$ cat config.mk
export PLATFORM = sky130hd
export DESIGN_NAME = i2c_cfg_sequencer
export DESIGN_NICKNAME = d
export VERILOG_FILES = /design/src/rtl/i2c_pkg.sv /design/src/rtl/i2c_seq_timer.sv /design/src/rtl/i2c_cfg_sequencer.sv
export SDC_FILE = /design/constraint.sdc
export NUM_CORES = 1
export LEC_CHECK = 0
export CORE_UTILIZATION = 55
export CTS_CLUSTER_DIAMETER = 60
export DETAILED_ROUTE_END_ITERATION = 8
export DONT_BUFFER_PORTS = 1
export PLACE_DENSITY_LB_ADDON = 0.08
export SLEW_MARGIN = 20
export SYNTH_ARGS = -nofsm -noshare
export SYNTH_HDL_FRONTEND = slang
export SYNTH_SLANG_ARGS = --single-unit
$ cat constraint.sdc
create_clock -name clk -period 2.4 [get_ports clk]
set_input_delay 0.6 -clock clk [delete_from_list [all_inputs] [get_ports clk]]
set_output_delay 0.6 -clock clk [all_outputs]
set_load 0.05 [all_outputs]
$ cat src/rtl/i2c_pkg.sv
// Shared definitions for the I2C configuration sequencer: FSM states, table
// entry layout and the end-of-table marker address.
package i2c_pkg;

  localparam int ENTRY_W = 23;
  localparam logic [6:0] END_ADDR = 7'h7F;

  localparam int ADDR_HI = 22;
  localparam int ADDR_LO = 16;
  localparam int SUB_HI  = 15;
  localparam int SUB_LO  = 8;
  localparam int DATA_HI = 7;
  localparam int DATA_LO = 0;

  typedef enum logic [2:0] {
    ST_IDLE      = 3'd0,
    ST_FETCH     = 3'd1,
    ST_ISSUE     = 3'd2,
    ST_WAIT_BUSY = 3'd3,
    ST_WAIT_DONE = 3'd4,
    ST_GAP       = 3'd5,
    ST_RECOVER   = 3'd6,
    ST_FINISH    = 3'd7
  } seq_state_t;

  function automatic int max_int(input int a, input int b);
    return (a > b) ? a : b;
  endfunction

endpackage

$ cat src/rtl/i2c_seq_timer.sv
// Loadable saturating down-counter with a zero flag; one instance serves the
// handshake timeout, the recovery pulse length and the inter-transfer gap.
module i2c_seq_timer #(
  parameter int W = 8
) (
  input  logic         clk,
  input  logic         reset,
  input  logic         i_load,
  input  logic [W-1:0] i_load_val,
  output logic         o_zero
);

  logic [W-1:0] r_count;

  // Load has priority; otherwise count down and stick at zero.
  always_ff @(posedge clk) begin
    if (reset) begin
      r_count <= '0;
    end else if (i_load) begin
      r_count <= i_load_val;
    end else if (r_count != '0) begin
      r_count <= r_count - W'(1);
    end
  end

  assign o_zero = (r_count == '0);

endmodule

$ cat src/rtl/i2c_cfg_sequencer.sv
// Walks a register table and issues one I2C write per entry via a master.
// Optional inter-transfer idle gap enabled by defining I2C_CFG_SEQ_GAP_EN.
module i2c_cfg_sequencer
  import i2c_pkg::*;
#(
  parameter int N_ENTRIES      = 16,
  parameter int TIMEOUT_CYCLES = 4096,
  parameter int GAP_CYCLES     = 100,
  localparam int IDX_W         = (N_ENTRIES > 1) ? $clog2(N_ENTRIES) : 1
) (
  input  logic               clk,
  input  logic               reset,
  input  logic               go,
  output logic               busy,
  output logic               done,
  output logic               error,
  output logic [IDX_W-1:0]   tbl_idx,
  input  logic [ENTRY_W-1:0] tbl_entry,
  output logic               m_start,
  output logic [6:0]         m_addr,
  output logic [7:0]         m_sub,
  output logic [7:0]         m_data,
  input  logic               m_ready,
  output logic               m_reset
);

  localparam int CNT_W = $clog2(max_int(TIMEOUT_CYCLES, GAP_CYCLES) + 1);
  localparam logic [CNT_W-1:0] TO_LOAD  = CNT_W'(TIMEOUT_CYCLES - 1);
  localparam logic [CNT_W-1:0] REC_LOAD = CNT_W'(1);
  localparam logic [CNT_W-1:0] GAP_LOAD = CNT_W'(GAP_CYCLES - 1);

  seq_state_t       r_state, w_state_nxt;
  logic [IDX_W-1:0] r_idx, w_idx_nxt;
  logic             r_busy, w_busy_nxt;
  logic             r_done, w_done_nxt;
  logic             r_error, w_error_nxt;
  logic             r_start, w_start_nxt;
  logic             r_mreset, w_mreset_nxt;
  logic [6:0]       r_addr;
  logic [7:0]       r_sub;
  logic [7:0]       r_data;
  logic             w_latch;
  logic             w_tmr_load;
  logic [CNT_W-1:0] w_tmr_val;
  logic             w_tmr_zero;
  logic             w_last;
  logic [6:0]       w_entry_addr;

  assign w_last       = (r_idx == IDX_W'(N_ENTRIES - 1));
  assign w_entry_addr = tbl_entry[ADDR_HI:ADDR_LO];

  i2c_seq_timer #(.W(CNT_W)) u_timer (
    .clk        (clk),
    .reset      (reset),
    .i_load     (w_tmr_load),
    .i_load_val (w_tmr_val),
    .o_zero     (w_tmr_zero)
  );

  // Next-state and next-output logic; every registered output is computed here.
  always_comb begin
    w_state_nxt  = r_state;
    w_idx_nxt    = r_idx;
    w_busy_nxt   = r_busy;
    w_done_nxt   = 1'b0;
    w_error_nxt  = r_error;
    w_start_nxt  = 1'b0;
    w_mreset_nxt = 1'b0;
    w_latch      = 1'b0;
    w_tmr_load   = 1'b0;
    w_tmr_val    = TO_LOAD;
    case (r_state)
      ST_IDLE: begin
        if (go) begin
          w_state_nxt = ST_FETCH;
          w_idx_nxt   = '0;
          w_error_nxt = 1'b0;
          w_busy_nxt  = 1'b1;
        end else begin
          w_state_nxt = ST_IDLE;
        end
      end
      ST_FETCH: begin
        w_latch = 1'b1;
        if (w_entry_addr == END_ADDR) begin
          w_state_nxt = ST_FINISH;
        end else begin
          w_state_nxt = ST_ISSUE;
          w_tmr_load  = 1'b1;
        end
      end
      ST_ISSUE: begin
        // A ready master wins over an expiring timer so start never meets m_reset.
        if (m_ready) begin
          w_start_nxt = 1'b1;
          w_state_nxt = ST_WAIT_BUSY;
          w_tmr_load  = 1'b1;
        end else if (w_tmr_zero) begin
          w_state_nxt  = ST_RECOVER;
          w_mreset_nxt = 1'b1;
          w_error_nxt  = 1'b1;
          w_tmr_load   = 1'b1;
          w_tmr_val    = REC_LOAD;
        end else begin
          w_state_nxt = ST_ISSUE;
        end
      end
      ST_WAIT_BUSY: begin
        if (!m_ready) begin
          w_state_nxt = ST_WAIT_DONE;
          w_tmr_load  = 1'b1;
        end else if (w_tmr_zero) begin
          w_state_nxt  = ST_RECOVER;
          w_mreset_nxt = 1'b1;
          w_error_nxt  = 1'b1;
          w_tmr_load   = 1'b1;
          w_tmr_val    = REC_LOAD;
        end else begin
          w_state_nxt = ST_WAIT_BUSY;
        end
      end
      ST_WAIT_DONE: begin
        if (m_ready) begin
`ifdef I2C_CFG_SEQ_GAP_EN
          w_state_nxt = ST_GAP;
          w_tmr_load  = 1'b1;
          w_tmr_val   = GAP_LOAD;
`else
          if (w_last) begin
            w_state_nxt = ST_FINISH;
          end else begin
            w_state_nxt = ST_FETCH;
            w_idx_nxt   = r_idx + IDX_W'(1);
          end
`endif
        end else if (w_tmr_zero) begin
          w_state_nxt  = ST_RECOVER;
          w_mreset_nxt = 1'b1;
          w_error_nxt  = 1'b1;
          w_tmr_load   = 1'b1;
          w_tmr_val    = REC_LOAD;
        end else begin
          w_state_nxt = ST_WAIT_DONE;
        end
      end
`ifdef I2C_CFG_SEQ_GAP_EN
      ST_GAP: begin
        if (!w_tmr_zero) begin
          w_state_nxt = ST_GAP;
        end else if (w_last) begin
          w_state_nxt = ST_FINISH;
        end else begin
          w_state_nxt = ST_FETCH;
          w_idx_nxt   = r_idx + IDX_W'(1);
        end
      end
`endif
      ST_RECOVER: begin
        // Timer was loaded with 1, so m_reset stays up for exactly two cycles.
        if (w_tmr_zero) begin
          w_state_nxt = ST_FINISH;
        end else begin
          w_mreset_nxt = 1'b1;
        end
      end
      ST_FINISH: begin
        w_done_nxt  = 1'b1;
        w_busy_nxt  = 1'b0;
        w_state_nxt = ST_IDLE;
      end
      default: begin
        w_state_nxt = ST_IDLE;
        w_busy_nxt  = 1'b0;
      end
    endcase
  end

  // State and registered-output update.
  always_ff @(posedge clk) begin
    if (reset) begin
      r_state  <= ST_IDLE;
      r_idx    <= '0;
      r_busy   <= 1'b0;
      r_done   <= 1'b0;
      r_error  <= 1'b0;
      r_start  <= 1'b0;
      r_mreset <= 1'b0;
      r_addr   <= 7'd0;
      r_sub    <= 8'd0;
      r_data   <= 8'd0;
    end else begin
      r_state  <= w_state_nxt;
      r_idx    <= w_idx_nxt;
      r_busy   <= w_busy_nxt;
      r_done   <= w_done_nxt;
      r_error  <= w_error_nxt;
      r_start  <= w_start_nxt;
      r_mreset <= w_mreset_nxt;
      if (w_latch) begin
        r_addr <= tbl_entry[ADDR_HI:ADDR_LO];
        r_sub  <= tbl_entry[SUB_HI:SUB_LO];
        r_data <= tbl_entry[DATA_HI:DATA_LO];
      end
    end
  end

  assign busy    = r_busy;
  assign done    = r_done;
  assign error   = r_error;
  assign tbl_idx = r_idx;
  assign m_start = r_start;
  assign m_reset = r_mreset;
  assign m_addr  = r_addr;
  assign m_sub   = r_sub;
  assign m_data  = r_data;

endmodule

## Yosys cells after proc, flatten, opt, wreduce, memory -nomap -nowiden

Index checks and enable logic that the tools add are counted.
Widths: inputs -> output; s select.

- $add $sub $neg: 2
- Equal/unequal tests: 14
- Mux-type cells: 40
- Bitwise operators: 2
- Reduce and logical (&&, ||, !) cells: 12

Operator list:

| cell | count |
|---|---|
| $mux 13 | 3 |
| $pmux 13 s2 | 1 |
| $mux 12 | 2 |
| $mux 3 | 8 |
| $pmux 3 s6 | 1 |
| $mux 1 | 16 |
| $logic_not 13->1 | 1 |
| $reduce_bool 13->1 | 1 |
| $sub 13x1->13 const B | 1 |
| $mux 4 | 3 |
| $ne 2x2->1 const B | 5 |
| $eq 3x3->1 const B | 3 |
| $pmux 4 s2 | 1 |
| $reduce_and 4->1 | 2 |
| $eq 7x7->1 const B | 1 |
| $eq 3x2->1 const B | 2 |
| $pmux 1 s3 | 2 |
| $reduce_or 5->1 | 1 |
| $add 4x1->4 const B | 1 |
| $eq 4x4->1 const B | 1 |
| $pmux 1 s4 | 1 |
| $reduce_bool 2->1 | 2 |
| $reduce_or 2->1 | 2 |
| $eq 3x1->1 const B | 1 |
| 7 further kinds | 8 |

- Register bits: 48
- Input bits: 27
- Output and inout port bits: 32
- Logic and storage cells: 81

## Longest topological paths before layout

- Depth after elaboration: 5
- Depth in mapped cells: 8

## Cells and area by module

Synthesis repeated with hierarchy kept, for this count alone.

- Cell total of the unflattened synthesis: 296
- Area, all modules: 2328.5 sq um

By module, submodules not included:

| module | times used | cells an instance | area each (sq um) |
|---|---|---|---|
| i2c_cfg_sequencer | 1 | 206 | 1565.3 |
| i2c_seq_timer | 1 | 90 | 763.2 |

## Worst setup path before layout

OpenSTA, ideal clock, no wires.

- Path kind: flip-flop to flip-flop
- From: reg u_timer.r_count[0]
- To: reg r_mreset (netlist: m_reset)
- Library setup time: 137 ps
- Arrival: 1993 ps
- Required time: 2263 ps
- Path slack: 270 ps
- Stages on the path, launching flop included: 9
- Buffers on the path: 2
- Clock period less this slack: 2130 ps
- Path through: dfxtp_1 inv_1 ha_1 or4b_1 buf_6 or4b_4 buf_6 nand4_1 o311ai_2

- Longest elaborated chain between the ends: 4

RTL lines:

| element | RTL line | source |
|---|---|---|
| from (decl) | i2c_seq_timer.sv:13 | `logic [W-1:0] r_count;` |
| from (signal assigned) | i2c_seq_timer.sv:20 | `r_count <= i_load_val;` |
| from (signal assigned) | i2c_seq_timer.sv:22 | `r_count <= r_count - W'(1);` |
| $logic_not 13->1 (*) | i2c_seq_timer.sv:26 | `assign o_zero = (r_count == '0);` |
| $mux 1 | i2c_cfg_sequencer.sv:98, i2c_cfg_sequencer.sv:112, i2c_cfg_sequencer.sv:136 |  |
| $mux 1, on equally long branches | i2c_cfg_sequencer.sv:123, i2c_cfg_sequencer.sv:109 |  |
| $pmux 1 s3 (*) | i2c_cfg_sequencer.sv:72 | `case (r_state)` |
| to (signal assigned) | i2c_cfg_sequencer.sv:198 | `r_mreset <= w_mreset_nxt;` |
| to (decl) | i2c_cfg_sequencer.sv:38 | `logic r_mreset, w_mreset_nxt;` |

Every way passes the cells marked *; elsewhere a longest branch is shown, timed or not.
A chain may end at the register's enable or synchronous reset.

## Final worst setup path

- From: reg u_timer.r_count[0]
- To: reg u_timer.r_count[10]

- Longest elaborated chain between the ends: 5

RTL lines:

| element |
|---|
| parallel branches: the longest is 5 deep, another holds $sub 13x1->13 |

Parallel ways; which one is timed is not known. The select of a mux whose other input is x is not followed.

==> results.yml <==
layout:
  antenna_cells: 0
  drive_gt1_share_pct: 8.494
  fillers: 340
  area_delta_synth_final_pct: 8.144
  finish.utilization_pct: 62.59
  fin_cells: 307
  nets: 287
placement:
  port_buffers: 0
  dp_hpwl_mm: 3.183
  pre_cts_ws_ps: 148.4
  dp_cells: 299
  place_congestion: 0.7960
power_and_ir_drop:
  p_sw_mw: 0.6793
  power_per_cell_area_nw_per_um2: 894.8
  p_int_mw: 1.402
  leakagePower_nw: 0.8183
  vdd_ir_drop_max_uv: 469.9
  p_comb_share_pct: 18.6
  seqPwrFrac_pct: 51.7
  pwr-share-clk_pct: 29.7
  swShare_pct: 32.64
floorplan:
  io_pins: 59
  dieWidth_microns: 64.54
  die_area_sq_um: 4165
  start_util_pct: 57.88
  rows: 22
  fp.dieH_microns: 64.54
  core-area_sq_um: 3716
cts:
  clock_tree.buffer_depth: 2
  htreeDepth: 2
  path_clk_slew_ps: 90
  post_cts_buffers: 0
  clk_latency_ps: 300
  cts_root_buf: "clkbuf_8"
  cts_tree: "done"
  cts_buffers: 5
  cts_resized: 0
  cts.sinks: 48
  cts.hold.buffers_added: 0
sta:
  max_freq_ghz: 0.4641
  final_hold_viol_count: 0
  worst_slack_ps: 245.5
  slew_viol_final: 0
  rsz0062_at_grt: "no"
  period_share_pct: 89.77
  min_period_ps: 2155
  fin_skew_ps: 3.191
  slew_headroom_pct: 61.36
  worst_pin_slew_ps: 578.8
  setup_tns_ps: 0
  setup_viol: 0
logic_synthesis:
  yosysMostFrequentCell: "nand2_1"
  synthesis.area_sq_um: 2151
  synth-seq-cells: 48
  yosys-top-cells-count: "53 x nand2_1, 48 x dfxtp_1, 34 x a21oi_1, 15 x clkbuf_1, 9 x inv_1"
  ys_types: 40
  synth_top_family_by_area: "simple AND/OR/NAND/NOR gates"
  synthFlopType: "dfxtp_1"
  synth_compound_area_share_pct: 22.05
  synth_fa_ha_area_share_pct: 1.163
  synth_top_area_share_pct: 44.68
  async_flop_share_pct: 0
  muxShareOfSynthArea_pct: 0.4654
  syn_nets: 290
  syn_area_per_cell_sq_um: 8.241
  synth-simple-area-share_pct: 24.20
  synth_xor_area_share_pct: 2.036
  yosysWarnings: 0
  synth-seq-area-share_pct: 44.68
  synth.area.top_cells: "dfxtp_1 45%, nand2_1 9.2%, a21oi_1 7.9%"
  yosysTopAreaCell: "dfxtp_1"
  synth-edff-count: 0
  syn_inst: 261
setup_path:
  endpoint_kind: "flip-flop"
  critPathLaunchType: "flip-flop"
  r2r-end: "u_timer.r_count[10]$_SDFFE_PP0P_"
  reg2reg_depth: 6
  r2r_start: "u_timer.r_count[0]$_SDFFE_PP0P_"
  arrival_ps: 2330
  crit_fanout: 8
  r2r_slack_ps: 250
  crit_type: "flip-flop to flip-flop"
  required_ps: 2570
hold_path:
  hp-start: "reset"
  hp-class: "primary input to flip-flop"
  hold_path_depth: 1
  holdPathEnd: "m_addr[5]$_SDFFE_PP0N_"
grt:
  grt_pass1_wl_mm: 7.707
  grt_overflow: 0
  antenna_found_initial: 0
  grt_pass1_vias: 1686
  grt_max_degree: 47
  grt_usage_pct: 23.78
job:
  maxCapViolations: 0
drt:
  drt-pass1-iter-count: 5
  ant_nets: 0
  drt_iter0_drc: 134
  vias_per_cell: 5.932
  drt-wirelength-per-cell_microns: 15.18
  vias: 1821
  wl_mm: 4.661
  drcViolationCount: 0
outcome:
  run_status: "completed"
routing by layer:
layer  GRT usage (%)  vias up  wire length (microns)
li1                -      921                      -
met1           29.89      842                   2057
met5               0        -                      0
met4           9.444        0                     80
met2           38.29       49                   2259
met3           6.690        9                    264
kinds of logic after synthesis:
logic type	after synthesis
mux	1
fa+ha+maj	2
compound gates	76
simple gates	102
xor+xnor	5
flops	48
buf+inv	27
area by class of cell:
class	count	area, sq um	share of cell area, %
tap	48	60.06	2.582
sequential	48	960.9	41.31
clock inverter	2	38.79	1.668
timing repair buffer	8	72.57	3.120
inverter	9	33.78	1.452
clock buffer	6	82.58	3.550
multi-input combinational	186	1077	46.32
how the worst max path moves through the flow:
stage                                     from                               end  depth (start not counted)
3_5_place_dp   u_timer.r_count[0]$_SDFFE_PP0P_  u_timer.r_count[10]$_SDFFE_PP0P_                          6
6_report       u_timer.r_count[0]$_SDFFE_PP0P_  u_timer.r_count[10]$_SDFFE_PP0P_                          6
4_1_cts        u_timer.r_count[0]$_SDFFE_PP0P_  u_timer.r_count[10]$_SDFFE_PP0P_                          6
3_3_place_gp   u_timer.r_count[0]$_SDFFE_PP0P_  u_timer.r_count[11]$_SDFFE_PP0P_                          6
2_1_floorplan  u_timer.r_count[0]$_SDFFE_PP0P_                m_reset$_SDFF_PP0_                          8
5_1_grt        u_timer.r_count[0]$_SDFFE_PP0P_  u_timer.r_count[11]$_SDFFE_PP0P_                          6
registers in the layout (all words and copies together) (netlist names):
| signal | flops |
|---|---|
| busy | 1 |
| done | 1 |
| error | 1 |
| m_addr | 7 |
| m_data | 8 |
| m_reset | 1 |
| m_start | 1 |
| m_sub | 8 |
| r_state | 3 |
| tbl_idx | 4 |
| u_timer.r_count | 13 |
stage by stage:
stage	hold WS [ps]	area, sq um	power [mW]
after floorplan	515.8	2151	1.405
after global placement	540.5	2201	1.475
after detailed placement	550.6	2201	1.478
after CTS	347.9	2322	2.089
after global routing	333.4	2326	2.192
final	352.1	2326	2.081
cells in the final DEF (no fill, tap or decap), types with 5 or more instances in the layout:
cell	netlist	layout
a21oi_1	34	34
a31oi_1	5	5
buf_4	0	7
clkbuf_8	0	6
dfxtp_1	48	48
inv_1	9	9
nand2_1	53	53
nand3_1	5	5
nor2_1	7	7
nor3_1	7	7
nor4_1	5	5
o21ai_0	8	8
or3_1	5	5
or4_1	5	5
power by group through the flow:
stage                     Combinational (mW)  Sequential, mW  Clock (mW)
after floorplan                        0.336            1.07           0
after detailed placement               0.384            1.09           0
after CTS                              0.386            1.08       0.628
after global placement                 0.382            1.09           0
final                                  0.387            1.08       0.618
after global routing                   0.439            1.09       0.660
worst max-delay path, stage by stage, from the launching register on:
cell and delay, ps:
dfxtp_1 340, inv_1 90, ha_1 200, or4b_4 540, or4b_4 610, nand2_1 160
o22ai_1 100
Note: power is estimated with default switching activity, not from simulation.
